### src/rtl/ahb_master_sequencer.sv
// ahb_master_sequencer: turns burst commands into NONSEQ/SEQ/BUSY/IDLE beats for the AHB master pipeline, replaying on RETRY/SPLIT
module ahb_master_sequencer #(
    parameter int         WDT       = 32,
    parameter logic [3:0] MASTER_ID = 4'd4,
    parameter logic [3:0] HPROT     = 4'b0011
) (
    input  logic           i_hclk,
    input  logic           i_hreset,
    input  logic           i_cmd_valid,
    output logic           o_cmd_ready,
    input  logic [31:0]    i_cmd_addr,
    input  logic [7:0]     i_cmd_len,
    input  logic [1:0]     i_cmd_size,
    input  logic           i_cmd_write,
    input  logic           i_cmd_lock,
    input  logic [WDT-1:0] i_wr_data,
    input  logic           i_wr_valid,
    output logic           o_wr_ready,
    input  logic           i_hready,
    input  logic           i_hgrant,
    input  logic [1:0]     i_hresp,
    input  logic [3:0]     i_hmaster,
    output logic [1:0]     o_htrans,
    output logic [1:0]     o_hsize,
    output logic [31:0]    o_haddr,
    output logic [WDT-1:0] o_hwdata,
    output logic           o_hwrite,
    output logic           o_hlock,
    output logic           o_hbusreq,
    output logic [3:0]     o_hprot,
    output logic           o_busy,
    output logic           o_done,
    output logic           o_err
);
    typedef enum logic [2:0] {S_IDLE, S_REQ, S_ADDR, S_DRAIN, S_DONE} state_t;
    typedef struct packed {
        logic           vld;
        logic [31:0]    addr;
        logic [8:0]     left;
        logic [WDT-1:0] data;
    } beat_t;
    localparam logic [1:0] MAX_SIZE = 2'($clog2(WDT / 8));
    localparam logic [1:0] T_IDLE = 2'd0, T_BUSY = 2'd1, T_NONSEQ = 2'd2, T_SEQ = 2'd3;
    state_t         state_q;
    logic [31:0]    cur_addr_q;
    logic [8:0]     left_q;
    logic           first_q, write_q, lock_q, err_q, rdy_q;
    logic [1:0]     size_q, rp_cnt_q;
    logic [WDT-1:0] rp0_q, rp1_q;
    beat_t          a_q, d_q, a_d, d_d;
    logic           adv, in_addr, replay, data_ok, can_issue, issue, fault, retry, error, illegal;
    assign adv       = i_hready && i_hmaster == MASTER_ID;
    assign in_addr   = state_q == S_ADDR;
    assign replay    = rp_cnt_q != 2'd0;
    assign data_ok   = !write_q || replay || i_wr_valid;
    assign can_issue = in_addr && i_hgrant && data_ok;
    assign issue     = can_issue && adv;
    assign fault     = !i_hready && d_q.vld;
    assign retry     = fault && i_hresp[1];
    assign error     = fault && i_hresp == 2'b01;
    assign illegal   = i_cmd_size > MAX_SIZE;
    assign o_htrans    = can_issue ? ((first_q || cur_addr_q[9:0] == 10'd0) ? T_NONSEQ : T_SEQ)
                       : (in_addr && i_hgrant && !first_q) ? T_BUSY : T_IDLE;
    assign o_hwdata    = !in_addr ? '0 : replay ? rp0_q : i_wr_data;
    assign o_wr_ready  = adv && in_addr && i_hgrant && write_q && !replay && i_wr_valid;
    assign o_haddr     = cur_addr_q;
    assign o_hsize     = size_q;
    assign o_hwrite    = write_q;
    assign o_hprot     = HPROT;
    assign o_hlock     = lock_q && (state_q == S_REQ || in_addr || state_q == S_DRAIN);
    assign o_hbusreq   = state_q == S_REQ || (in_addr && left_q > 9'd1);
    assign o_busy      = state_q != S_IDLE;
    assign o_done      = state_q == S_DONE;
    assign o_err       = o_done && err_q;
    assign o_cmd_ready = state_q == S_IDLE && rdy_q;
    always_comb begin
        a_d = a_q;
        d_d = d_q;
        if (adv) begin
            d_d = a_q;
            a_d = '0;
            if (issue) a_d = '{1'b1, cur_addr_q, left_q, o_hwdata};
        end else if (retry) begin
            a_d = '0;
            d_d = '0;
        end
    end
    always_ff @(posedge i_hclk) begin
        if (i_hreset) begin
            state_q    <= S_IDLE;
            cur_addr_q <= '0;
            left_q     <= '0;
            first_q    <= 1'b0;
            write_q    <= 1'b1;
            lock_q     <= 1'b0;
            err_q      <= 1'b0;
            rdy_q      <= 1'b0;
            size_q     <= '0;
            rp_cnt_q   <= '0;
            rp0_q      <= '0;
            rp1_q      <= '0;
            a_q        <= '0;
            d_q        <= '0;
        end else begin
            rdy_q <= 1'b1;
            a_q   <= a_d;
            d_q   <= d_d;
            if (error) err_q <= 1'b1;
            if (issue) begin
                cur_addr_q <= cur_addr_q + (32'd1 << size_q);
                left_q     <= left_q - 9'd1;
                first_q    <= 1'b0;
                if (replay) begin
                    rp0_q    <= rp1_q;
                    rp_cnt_q <= rp_cnt_q - 2'd1;
                end
            end
            // Rewind to the beat in its data phase; its data and any younger beat's data are replayed first
            if (retry) begin
                cur_addr_q <= d_q.addr;
                left_q     <= d_q.left;
                first_q    <= 1'b1;
                rp0_q      <= d_q.data;
                rp1_q      <= a_q.vld ? a_q.data : rp0_q;
                rp_cnt_q   <= !write_q ? 2'd0 : (a_q.vld || replay) ? 2'd2 : 2'd1;
            end
            case (state_q)
                S_IDLE: if (i_cmd_valid && o_cmd_ready) begin
                    size_q     <= i_cmd_size;
                    write_q    <= i_cmd_write;
                    lock_q     <= i_cmd_lock;
                    cur_addr_q <= i_cmd_addr;
                    left_q     <= {1'b0, i_cmd_len} + 9'd1;
                    first_q    <= 1'b1;
                    err_q      <= illegal;
                    rp_cnt_q   <= '0;
                    state_q    <= illegal ? S_DONE : S_REQ;
                end
                S_REQ: state_q <= error ? S_DRAIN : (adv && i_hgrant) ? S_ADDR : S_REQ;
                S_ADDR: begin
                    if (retry) state_q <= S_REQ;
                    else if (error) state_q <= S_DRAIN;
                    else if (adv && !i_hgrant) begin
                        state_q <= S_REQ;
                        first_q <= 1'b1;
                    end else if (issue && left_q == 9'd1) state_q <= S_DRAIN;
                end
                S_DRAIN: state_q <= retry ? S_REQ : (!a_d.vld && !d_d.vld) ? S_DONE : S_DRAIN;
                default: state_q <= S_IDLE;
            endcase
        end
    end
endmodule
### config.mk
export PLATFORM = sky130hd
export DESIGN_NAME = ahb_master_sequencer
export DESIGN_NICKNAME = d
export VERILOG_FILES = /design/src/rtl/ahb_master_sequencer.sv
export SDC_FILE = /design/constraint.sdc
export NUM_CORES = 1
export LEC_CHECK = 0
export ABC_AREA = 0
export ABC_CLOCK_PERIOD_IN_PS = 2950
export BUFFER_PORTS_ARGS = -buffer_cell sky130_fd_sc_hd__buf_2
export CAP_MARGIN = 0
export CORE_ASPECT_RATIO = 0.7
export CORE_MARGIN = 4
export CORE_UTILIZATION = 48
export CTS_CLUSTER_DIAMETER = 80
export DETAILED_ROUTE_END_ITERATION = 6
export GPL_ROUTABILITY_DRIVEN = 0
export PLACE_DENSITY = 0.66
export SYNTH_ARGS = -nofsm -noshare
export SYNTH_HDL_FRONTEND = slang
export SYNTH_SLANG_ARGS = --single-unit
### constraint.sdc
create_clock -name i_hclk -period 2.95 [get_ports i_hclk]
set_input_delay 0.295 -clock i_hclk [delete_from_list [all_inputs] [get_ports i_hclk]]
set_output_delay 0.295 -clock i_hclk [all_outputs]
set_load 0.01 [all_outputs]
==> impl_metrics.env, run 1 <==
export IMPL_cts_repair_resized=0
export IMPL_synthMuxAreaShare_pct=5.427
export IMPL_startpoint_type="register"
export IMPL_num_vias=11386
export IMPL_ys_types=60
export IMPL_synth_top_family_by_area="simple AND/OR/NAND/NOR gates"
export IMPL_place_area_um2=13080
export IMPL_cp_max_fo=26
export IMPL_rr_startpoint="o_haddr[8]"
export IMPL_rsz0062_at_grt="no"
export IMPL_synthFlopType="dfxtp_1"
export IMPL_cts_tree="done"
export IMPL_ant_nets=0
export IMPL_drv_slew=0
export IMPL_grt_max_degree=78
export IMPL_pwr_share_comb_pct=6.8
export IMPL_worstPathRequired_ns=2.65
export IMPL_period_share_pct=89.59
export IMPL_max_stage_delay_ns=0.41
export IMPL_die_w_um=196.9
export IMPL_slowest_stage="dfxtp_1"
export IMPL_fillers=2329
export IMPL_crit_chain="nor2_1 > nand2_1 > buf_4 > a21oi_1 > buf_2"
export IMPL_final_hold_violation_count=0
export IMPL_p_sw_share_pct=23.81
export IMPL_power_share_clock_pct=43.7
export IMPL_p_int_mw=5.688
export IMPL_synth_top_cell_area_share_pct=44.25
export IMPL_synthAdderAreaFrac_pct=1.002
export IMPL_power_leakage_nw=5.301
export IMPL_crit_buf_inv=2
export IMPL_synthSimpleGateAreaFrac_pct=21.80
export IMPL_hold_path_endpoint="o_haddr[0]"
export IMPL_worst_r2r_cell_count=5
export IMPL_via_per_inst=5.946
export IMPL_status="finished clean"
export IMPL_grt_pass1_vias=10418
export IMPL_clock_path_buffers=3
export IMPL_final_common_cell="dfxtp_1"
export IMPL_hold_class="in2reg"
export IMPL_worst_pin_slew_ns=0.9248
export IMPL_powerDensity_nw_per_um2=535.4
export IMPL_syn_inst=1478
export IMPL_cp_end_kind="output pin"
export IMPL_drc=0
export IMPL_clk_latency_ns=0.53
export IMPL_fp_coreArea_um2=24620
export IMPL_synth_warnings=0
export IMPL_final_cell_mix="264 x dfxtp_1, 187 x nand2_1, 176 x a21oi_1, 162 x buf_2, 135 x nor2_1"
export IMPL_max_freq_mhz=378.4
export IMPL_synth_edff_count=0
export IMPL_area_growth_pct=16.31
export IMPL_min_period_ns=2.643
export IMPL_worst_ep_arrival_time_ns=2.35
export IMPL_dieArea_um2=27610
export IMPL_worstSetupPathType="reg2out"
export IMPL_cts_hold_buf=2
export IMPL_synth_largest_area_cell="dfxtp_1"
export IMPL_drtIter0Drc=1079
export IMPL_drt_total_wl_mm=36.37
export IMPL_setup_violations=0
export IMPL_cap_violations=0
export IMPL_crit_family="buffers and inverters"
export IMPL_grt_pass1_wl_mm=58.21
export IMPL_relSlewSlack_pct=38.35
export IMPL_start_util_pct=48.68
export IMPL_synth_async_sr_flop_share_pct=0
export IMPL_portBuffers=163
export IMPL_syn_avg_cell_area_um2=8.111
export IMPL_track_usage_pct=25.32
export IMPL_routedWlPerCell_um=18.99
export IMPL_p_sw_mw=1.777
export IMPL_yosysSeqAreaShare_pct=44.25
export IMPL_synth_compound_area_share_pct=20.56
export IMPL_clk_pin_slew_ns=0.06
export IMPL_hpwl_mm=22.92
export IMPL_worstHoldStart="i_cmd_addr[0]"
export IMPL_cts_setup_buffers=0
export IMPL_row_count=48
export IMPL_numCtsBuffers=27
export IMPL_overflow=0
export IMPL_nNetsFinal=1669
export IMPL_synth_xor_area_share_pct=1.680
export IMPL_grt_antenna_before_repair=1
export IMPL_finalSetupTns_ns=0
export IMPL_multi_input_area_um2=6105
export IMPL_design_area_um2=13940
export IMPL_root_buffer="clkbuf_16"
export IMPL_seqCellArea_um2=5306
export IMPL_drt_pass1_iterations=7
export IMPL_num_io_pins=168
export IMPL_drive_above_1_share_pct=16.80
export IMPL_reg2reg_to="o_haddr[27]"
export IMPL_seq_power_share_pct=49.4
export IMPL_syn_area_um2=11990
export IMPL_worstHoldPathCells=2
export IMPL_skew_ns=0.01234
export IMPL_ff2ff_setup_slack_ns=0.34
export IMPL_htreeDepth=1
export IMPL_fp_dieH_um=140.2
export IMPL_peakVddDrop_uv=400.5
export IMPL_ys_seq_elements=265
export IMPL_synthTopCellsByArea="dfxtp_1 44%, a21oi_1 7.4%, nand2_1 5.9%"
export IMPL_numClockSinks=265
[how the worst max path moves through the flow]
stage	from	endpoint	slack [ns]	cells past startpoint
after global routing	state_q[2]	o_hwdata[1]	0.15	5
after global placement	o_haddr[7]	o_haddr[31]	0.44	5
after CTS	state_q[2]	o_hwdata[1]	0.30	5
after floorplan	o_hwrite	left_q[0]	0.36	9
after detailed placement	o_haddr[7]	o_haddr[27]	0.37	5
final	state_q[2]	o_hwdata[1]	0.31	5
[cells in the mapped netlist, drive strengths merged (16+ instances only)]
cell,number
a211oi,35
a21oi,177
a22oi,73
a31oi,17
and3,19
buf,32
clkbuf,112
dfxtp,265
mux2i,65
nand2,188
nand3,108
nor2,136
nor4,16
o21ai,49
xnor2,16
[cell type report]
type / instances / area share [%]
inverter: 11 / 0.2961
timing repair buffer: 207 / 8.929
sequential: 265 / 38.06
tap: 325 / 2.916
clock buffer: 41 / 5.797
clock inverter: 5 / 0.2064
multi-input combinational: 1060 / 43.78
antenna: 1 / 0.01795
[per-layer routing]
metal	global-route usage (%)	share of wire, %	up-vias
met5	0	0	-
met4	4.559	1.5	0
met3	3.318	6.9	41
met2	37.82	44	446
met1	39.42	48	5423
li1	-	-	5476
[through the flow]
stage	utilization (%)	instances	hold slack [ns]	power, mW	setup slack (ns)
after global routing	56.63	1915	0.01672	7.724	0.1511
final	56.63	1915	0.02261	7.465	0.3070
after global placement	53.14	1866	0.4365	4.263	0.4392
after detailed placement	53.14	1866	0.4412	4.267	0.3741
after floorplan	-	1480	0.3885	4.037	0.3581
after CTS	56.62	1914	0.008102	7.505	0.3039
[power groups by stage]
| stage | Clock (mW) | Sequential [mW] | Combinational, mW |
|---|---|---|---|
| 3_3_place_gp | 0 | 3.76 | 0.500 |
| 4_1_cts | 3.31 | 3.69 | 0.506 |
| 3_5_place_dp | 0 | 3.77 | 0.501 |
| 6_report | 3.26 | 3.69 | 0.511 |
| 5_1_grt | 3.48 | 3.69 | 0.555 |
| 2_1_floorplan | 0 | 3.75 | 0.284 |
[cell families (layout without fill, tap and decap cells)]
kind of cell,Yosys count,count (layout)
other,2,5
adder cells (fa/ha/maj),9,9
AO/OA/AOI/OAI,402,402
multiplexers,65,65
buffers and inverters,155,264
XOR/XNOR,23,23
flip-flops,265,265
AND/OR/NAND/NOR,557,557
[sequential cells by signal, summed over array words and instances (netlist names), 2 cells and up]
name,cells
o_hsize,2
o_haddr,32
a_q,74
state_q,3
left_q,9
rp_cnt_q,2
rp1_q,32
rp0_q,32
d_q,74
(Power assumes the default switching activity.)
==> run 2, diff against run 1 <==
--- a/config.mk
+++ b/config.mk
@@ -11,11 +11,11 @@
 export CAP_MARGIN = 0
 export CORE_ASPECT_RATIO = 0.7
 export CORE_MARGIN = 4
-export CORE_UTILIZATION = 48
+export CORE_UTILIZATION = 50
 export CTS_CLUSTER_DIAMETER = 80
 export DETAILED_ROUTE_END_ITERATION = 6
 export GPL_ROUTABILITY_DRIVEN = 0
-export PLACE_DENSITY = 0.66
+export PLACE_DENSITY = 0.68
 export SYNTH_ARGS = -nofsm -noshare
 export SYNTH_HDL_FRONTEND = slang
 export SYNTH_SLANG_ARGS = --single-unit
==> impl_metrics.env, run 2 (same netlist as run 1, synthesis figures left out) <==
export IMPL_worstSetupPathType="reg2out"
export IMPL_relSlewSlack_pct=26.49
export IMPL_rr_startpoint="o_haddr[7]"
export IMPL_seqCellArea_um2=5306
export IMPL_dieArea_um2=26560
export IMPL_worst_r2r_cell_count=5
export IMPL_drt_total_wl_mm=36.13
export IMPL_grt_antenna_before_repair=2
export IMPL_crit_end="o_hwdata[0]"
export IMPL_numCtsBuffers=26
export IMPL_clk_pin_slew_ns=0.07
export IMPL_via_per_inst=5.926
export IMPL_cap_violations=0
export IMPL_drive_above_1_share_pct=17.15
export IMPL_final_hold_violation_count=0
export IMPL_cp_max_fo=18
export IMPL_routedWlPerCell_um=18.91
export IMPL_ff2ff_setup_slack_ns=0.30
export IMPL_worstPathRequired_ns=2.65
export IMPL_root_buffer="clkbuf_16"
export IMPL_min_period_ns=2.816
export IMPL_drtIter0Drc=945
export IMPL_place_area_um2=13080
export IMPL_hpwl_mm=22.93
export IMPL_powerDensity_nw_per_um2=562.4
export IMPL_startpoint_type="register"
export IMPL_final_cell_mix="264 x dfxtp_1, 187 x nand2_1, 176 x a21oi_1, 162 x buf_2, 135 x nor2_1"
export IMPL_fp_coreArea_um2=23640
export IMPL_crit_chain="nor2_1 > nand2_1 > buf_4 > a21oi_1 > buf_2"
export IMPL_drv_slew=0
export IMPL_clock_path_buffers=3
export IMPL_num_vias=11325
export IMPL_nNetsFinal=1670
export IMPL_start_util_pct=50.71
export IMPL_numClockSinks=265
export IMPL_overflow=0
export IMPL_die_w_um=193.1
export IMPL_max_freq_mhz=355.1
export IMPL_setup_violations=0
export IMPL_period_share_pct=95.46
export IMPL_peakVddDrop_uv=447.3
export IMPL_fillers=2165
export IMPL_cp_end_kind="output pin"
export IMPL_final_cells=1911
export IMPL_drc=0
export IMPL_setup_worst_path_start="state_q[2]"
export IMPL_cts_tree="done"
export IMPL_clk_latency_ns=0.53
export IMPL_final_common_cell="dfxtp_1"
export IMPL_top_regs="a_q x74, d_q x74"
export IMPL_fp_dieH_um=137.6
export IMPL_finalSetupTns_ns=0
export IMPL_track_usage_pct=26.05
export IMPL_grt_max_degree=156
export IMPL_design_area_um2=14080
export IMPL_num_io_pins=168
export IMPL_htreeDepth=1
export IMPL_max_stage_delay_ns=0.52
export IMPL_dp_cells=1860
export IMPL_rsz0062_at_grt="no"
export IMPL_row_count=47
export IMPL_post_place_ws_ns=0.3675
export IMPL_skew_ns=0.01825
export IMPL_multi_input_area_um2=6098
export IMPL_grt_pass1_wl_mm=56.32
export IMPL_hold_class="in2reg"
export IMPL_worst_pin_slew_ns=1.099
export IMPL_portBuffers=163
export IMPL_area_growth_pct=17.46
export IMPL_worst_ep_arrival_time_ns=2.52
export IMPL_drt_pass1_iterations=7
export IMPL_status="finished clean"
export IMPL_ant_nets=0
export IMPL_slowest_stage="nand2_1"
export IMPL_finalWorstSetupSlack_ns=0.1340
export IMPL_grt_pass1_vias=10320
export IMPL_reg2reg_to="o_haddr[27]"
export IMPL_power_leakage_nw=5.367
-- run 2: area by class of cell --
class / count / share of cell area, %
Antenna cell: 1 / 0.01777
Tap cell: 318 / 2.826
Clock buffer: 36 / 5.607
Timing Repair Buffer: 209 / 8.966
Inverter: 11 / 0.2932
Clock inverter: 11 / 1.297
Multi-Input combinational cell: 1060 / 43.31
Sequential cell: 265 / 37.68
-- run 2: repair_timing --
action / CTS / global route
gates resized for setup: 0 / 0
setup buffers: 0 / 0
hold endpoints to repair: 3 / 0
hold buffers: 3 / 0
-- run 2: how the worst min path moves through the flow --
stage	slack [ns]	cells past startpoint	from	endpoint
detailed placement	0.44	2	a_q[37]	d_q[37]
global route	0.04	3	i_cmd_addr[14]	o_haddr[14]
floorplan	0.39	1	i_cmd_len[0]	left_q[0]
CTS	0.01	3	i_cmd_write	o_hwrite
finish	0.03	3	i_cmd_write	o_hwrite
global placement	0.44	2	a_q[37]	d_q[37]
-- run 2: critical path: cells and delay by family, from the launching register on --
kind	cells	cell delay [ns]
AO/OA/AOI/OAI	1	0.27
AND/OR/NAND/NOR	2	0.69
buffers and inverters	2	0.62
flip-flops	1	0.40
-- run 2: routing by layer --
layer / vias up / GRT usage [%] / share of wire [%]
met5: - / 0 / 0.055
met4: 2 / 5.582 / 1.9
met3: 56 / 4.103 / 7.0
met2: 396 / 39.02 / 43
met1: 5393 / 39.67 / 48
li1: 5478 / - / -
-- run 2: through the flow --
stage | util (%) | hold WS, ns | total power [mW]
after floorplan | - | 0.3885 | 4.037
after global placement | 55.31 | 0.4366 | 4.263
after detailed placement | 55.31 | 0.4443 | 4.266
after CTS | 59.55 | 0.01454 | 7.969
after global routing | 59.56 | 0.03533 | 8.163
final | 59.56 | 0.03214 | 7.920
-- run 2: power by group --
| part | internal, mW | switching, mW |
|---|---|---|
| registers | 3.62 | 0.0660 |
| clock network | 2.30 | 1.42 |
| logic | 0.197 | 0.319 |
| total | 6.12 | 1.80 |
==> run 3, diff against run 2 <==
--- a/config.mk
+++ b/config.mk
@@ -11,11 +11,11 @@
 export CAP_MARGIN = 0
 export CORE_ASPECT_RATIO = 0.7
 export CORE_MARGIN = 4
-export CORE_UTILIZATION = 50
+export CORE_UTILIZATION = 55
 export CTS_CLUSTER_DIAMETER = 80
 export DETAILED_ROUTE_END_ITERATION = 6
 export GPL_ROUTABILITY_DRIVEN = 0
-export PLACE_DENSITY = 0.68
+export PLACE_DENSITY = 0.74
 export SYNTH_ARGS = -nofsm -noshare
 export SYNTH_HDL_FRONTEND = slang
 export SYNTH_SLANG_ARGS = --single-unit
==> impl_metrics.env, run 3 (same netlist as run 1, synthesis figures left out) <==
export IMPL_pwr_share_comb_pct=6.9
export IMPL_cap_violations=0
export IMPL_hold_class="in2reg"
export IMPL_power_leakage_nw=5.225
export IMPL_power_share_clock_pct=43.0
export IMPL_final_util_pct=65.14
export IMPL_start_util_pct=56.85
export IMPL_final_hold_violation_count=0
export IMPL_clock_path_buffers=3
export IMPL_worstSetupPathType="reg2out"
export IMPL_worstHoldStart="i_cmd_len[0]"
export IMPL_top_regs="a_q x74, d_q x74"
export IMPL_antenna_cells=0
export IMPL_p_int_mw=5.621
export IMPL_startpoint_type="register"
export IMPL_grt_pass1_vias=10588
export IMPL_grt_max_degree=127
export IMPL_relSlewSlack_pct=34.18
export IMPL_worstPathRequired_ns=2.65
export IMPL_numCtsBuffers=25
export IMPL_cts_hold_buf=0
export IMPL_final_common_cell="dfxtp_1"
export IMPL_root_buffer="clkbuf_16"
export IMPL_fp_coreArea_um2=21090
export IMPL_via_per_inst=6.197
export IMPL_worst_r2r_cell_count=5
export IMPL_die_w_um=184.5
export IMPL_nNetsFinal=1660
export IMPL_drv_slew=0
export IMPL_period_share_pct=90.93
export IMPL_drtIter0Drc=1208
export IMPL_cp_max_fo=34
export IMPL_cts_repair_resized=0
export IMPL_reg2reg_to="o_haddr[31]"
export IMPL_setup_worst_path_start="rp_cnt_q[0]"
export IMPL_final_cell_mix="264 x dfxtp_1, 187 x nand2_1, 176 x a21oi_1, 162 x buf_2, 135 x nor2_1"
export IMPL_fp_dieH_um=131.5
export IMPL_p_sw_mw=1.739
export IMPL_drive_above_1_share_pct=16.36
export IMPL_num_io_pins=168
export IMPL_routedWlPerCell_um=18.97
export IMPL_rsz0062_at_grt="no"
export IMPL_drt_total_wl_mm=35.15
export IMPL_ant_nets=0
export IMPL_skew_ns=0.01969
export IMPL_clk_pin_slew_ns=0.06
export IMPL_setup_violations=0
export IMPL_cp_end_kind="output pin"
export IMPL_numClockSinks=265
export IMPL_dieArea_um2=24260
export IMPL_overflow=0
export IMPL_worst_pin_slew_ns=0.9837
export IMPL_grt_antenna_before_repair=0
export IMPL_seq_power_share_pct=50.1
export IMPL_cts_setup_buffers=0
export IMPL_clk_latency_ns=0.53
export IMPL_drc=0
export IMPL_finalSetupTns_ns=0
export IMPL_status="finished clean"
export IMPL_p_sw_share_pct=23.63
export IMPL_rr_startpoint="o_haddr[8]"
export IMPL_drt_pass1_iterations=6
export IMPL_track_usage_pct=27.52
export IMPL_fillers=1831
export IMPL_min_period_ns=2.682
export IMPL_max_freq_mhz=372.8
export IMPL_powerDensity_nw_per_um2=535.9
export IMPL_area_growth_pct=14.57
export IMPL_ff2ff_setup_slack_ns=0.31
export IMPL_worst_ep_arrival_time_ns=2.39
export IMPL_peakVddDrop_uv=426.5
export IMPL_cts_tree="done"
export IMPL_row_count=44
export IMPL_htreeDepth=1
export IMPL_grt_pass1_wl_mm=55.99
export IMPL_num_vias=11483
export IMPL_crit_end="o_hwdata[28]"
export IMPL_hpwl_mm=22.06
export IMPL_portBuffers=163
-- run 3: critical path, stage by stage, from the launching register on --
cell and delay (ns):
dfxtp_1 0.43, or2_2 0.72, nand2_1 0.19, a21oi_1 0.32
buf_2 0.19
-- run 3: worst min path at each step --
stage / to / slack (ns) / depth (start not counted)
2_1_floorplan: left_q[0] / 0.39 / 1
3_3_place_gp: d_q[67] / 0.44 / 2
3_5_place_dp: d_q[33] / 0.44 / 2
4_1_cts: left_q[0] / 0.006 / 2
5_1_grt: left_q[0] / 0.01 / 2
6_report: left_q[0] / 0.01 / 2
-- run 3: power by group through the flow --
stage	Sequential, mW	Clock [mW]	Combinational [mW]
2_1_floorplan	3.75	0	0.284
3_3_place_gp	3.76	0	0.492
3_5_place_dp	3.76	0	0.496
4_1_cts	3.68	3.19	0.500
5_1_grt	3.69	3.36	0.550
6_report	3.69	3.16	0.507
-- run 3: area by class of cell --
type	count	area [um2]	area share, %
timing repair buffer	200	1150	8.372
clock buffer	36	737.0	5.366
sequential	265	5306	38.64
multi-input combinational	1060	6098	44.40
inverter	11	41.29	0.3006
tap	276	345.3	2.514
clock inverter	5	56.30	0.4099
-- run 3: stage by stage --
step | setup slack, ns | total power [mW] | hold slack [ns] | cell area, um2 | std cells
detailed placement | 0.3883 | 4.261 | 0.4410 | 12940 | 1812
finish | 0.2677 | 7.360 | 0.01249 | 13730 | 1853
floorplan | 0.3581 | 4.037 | 0.3885 | 12000 | 1480
CTS | 0.3144 | 7.378 | 0.005527 | 13730 | 1853
global placement | 0.4495 | 4.253 | 0.4367 | 12940 | 1812
global route | 0.1139 | 7.601 | 0.01194 | 13730 | 1853
-- run 3: per-layer routing --
metal  share of wire, %  wire length (um)  global-route usage, %
met1                 46             16310                  41.87
met2                 44             15360                  41.40
met3                8.1              2862                  4.116
met4                1.7               615                  5.870
met5                  0                 0                      0
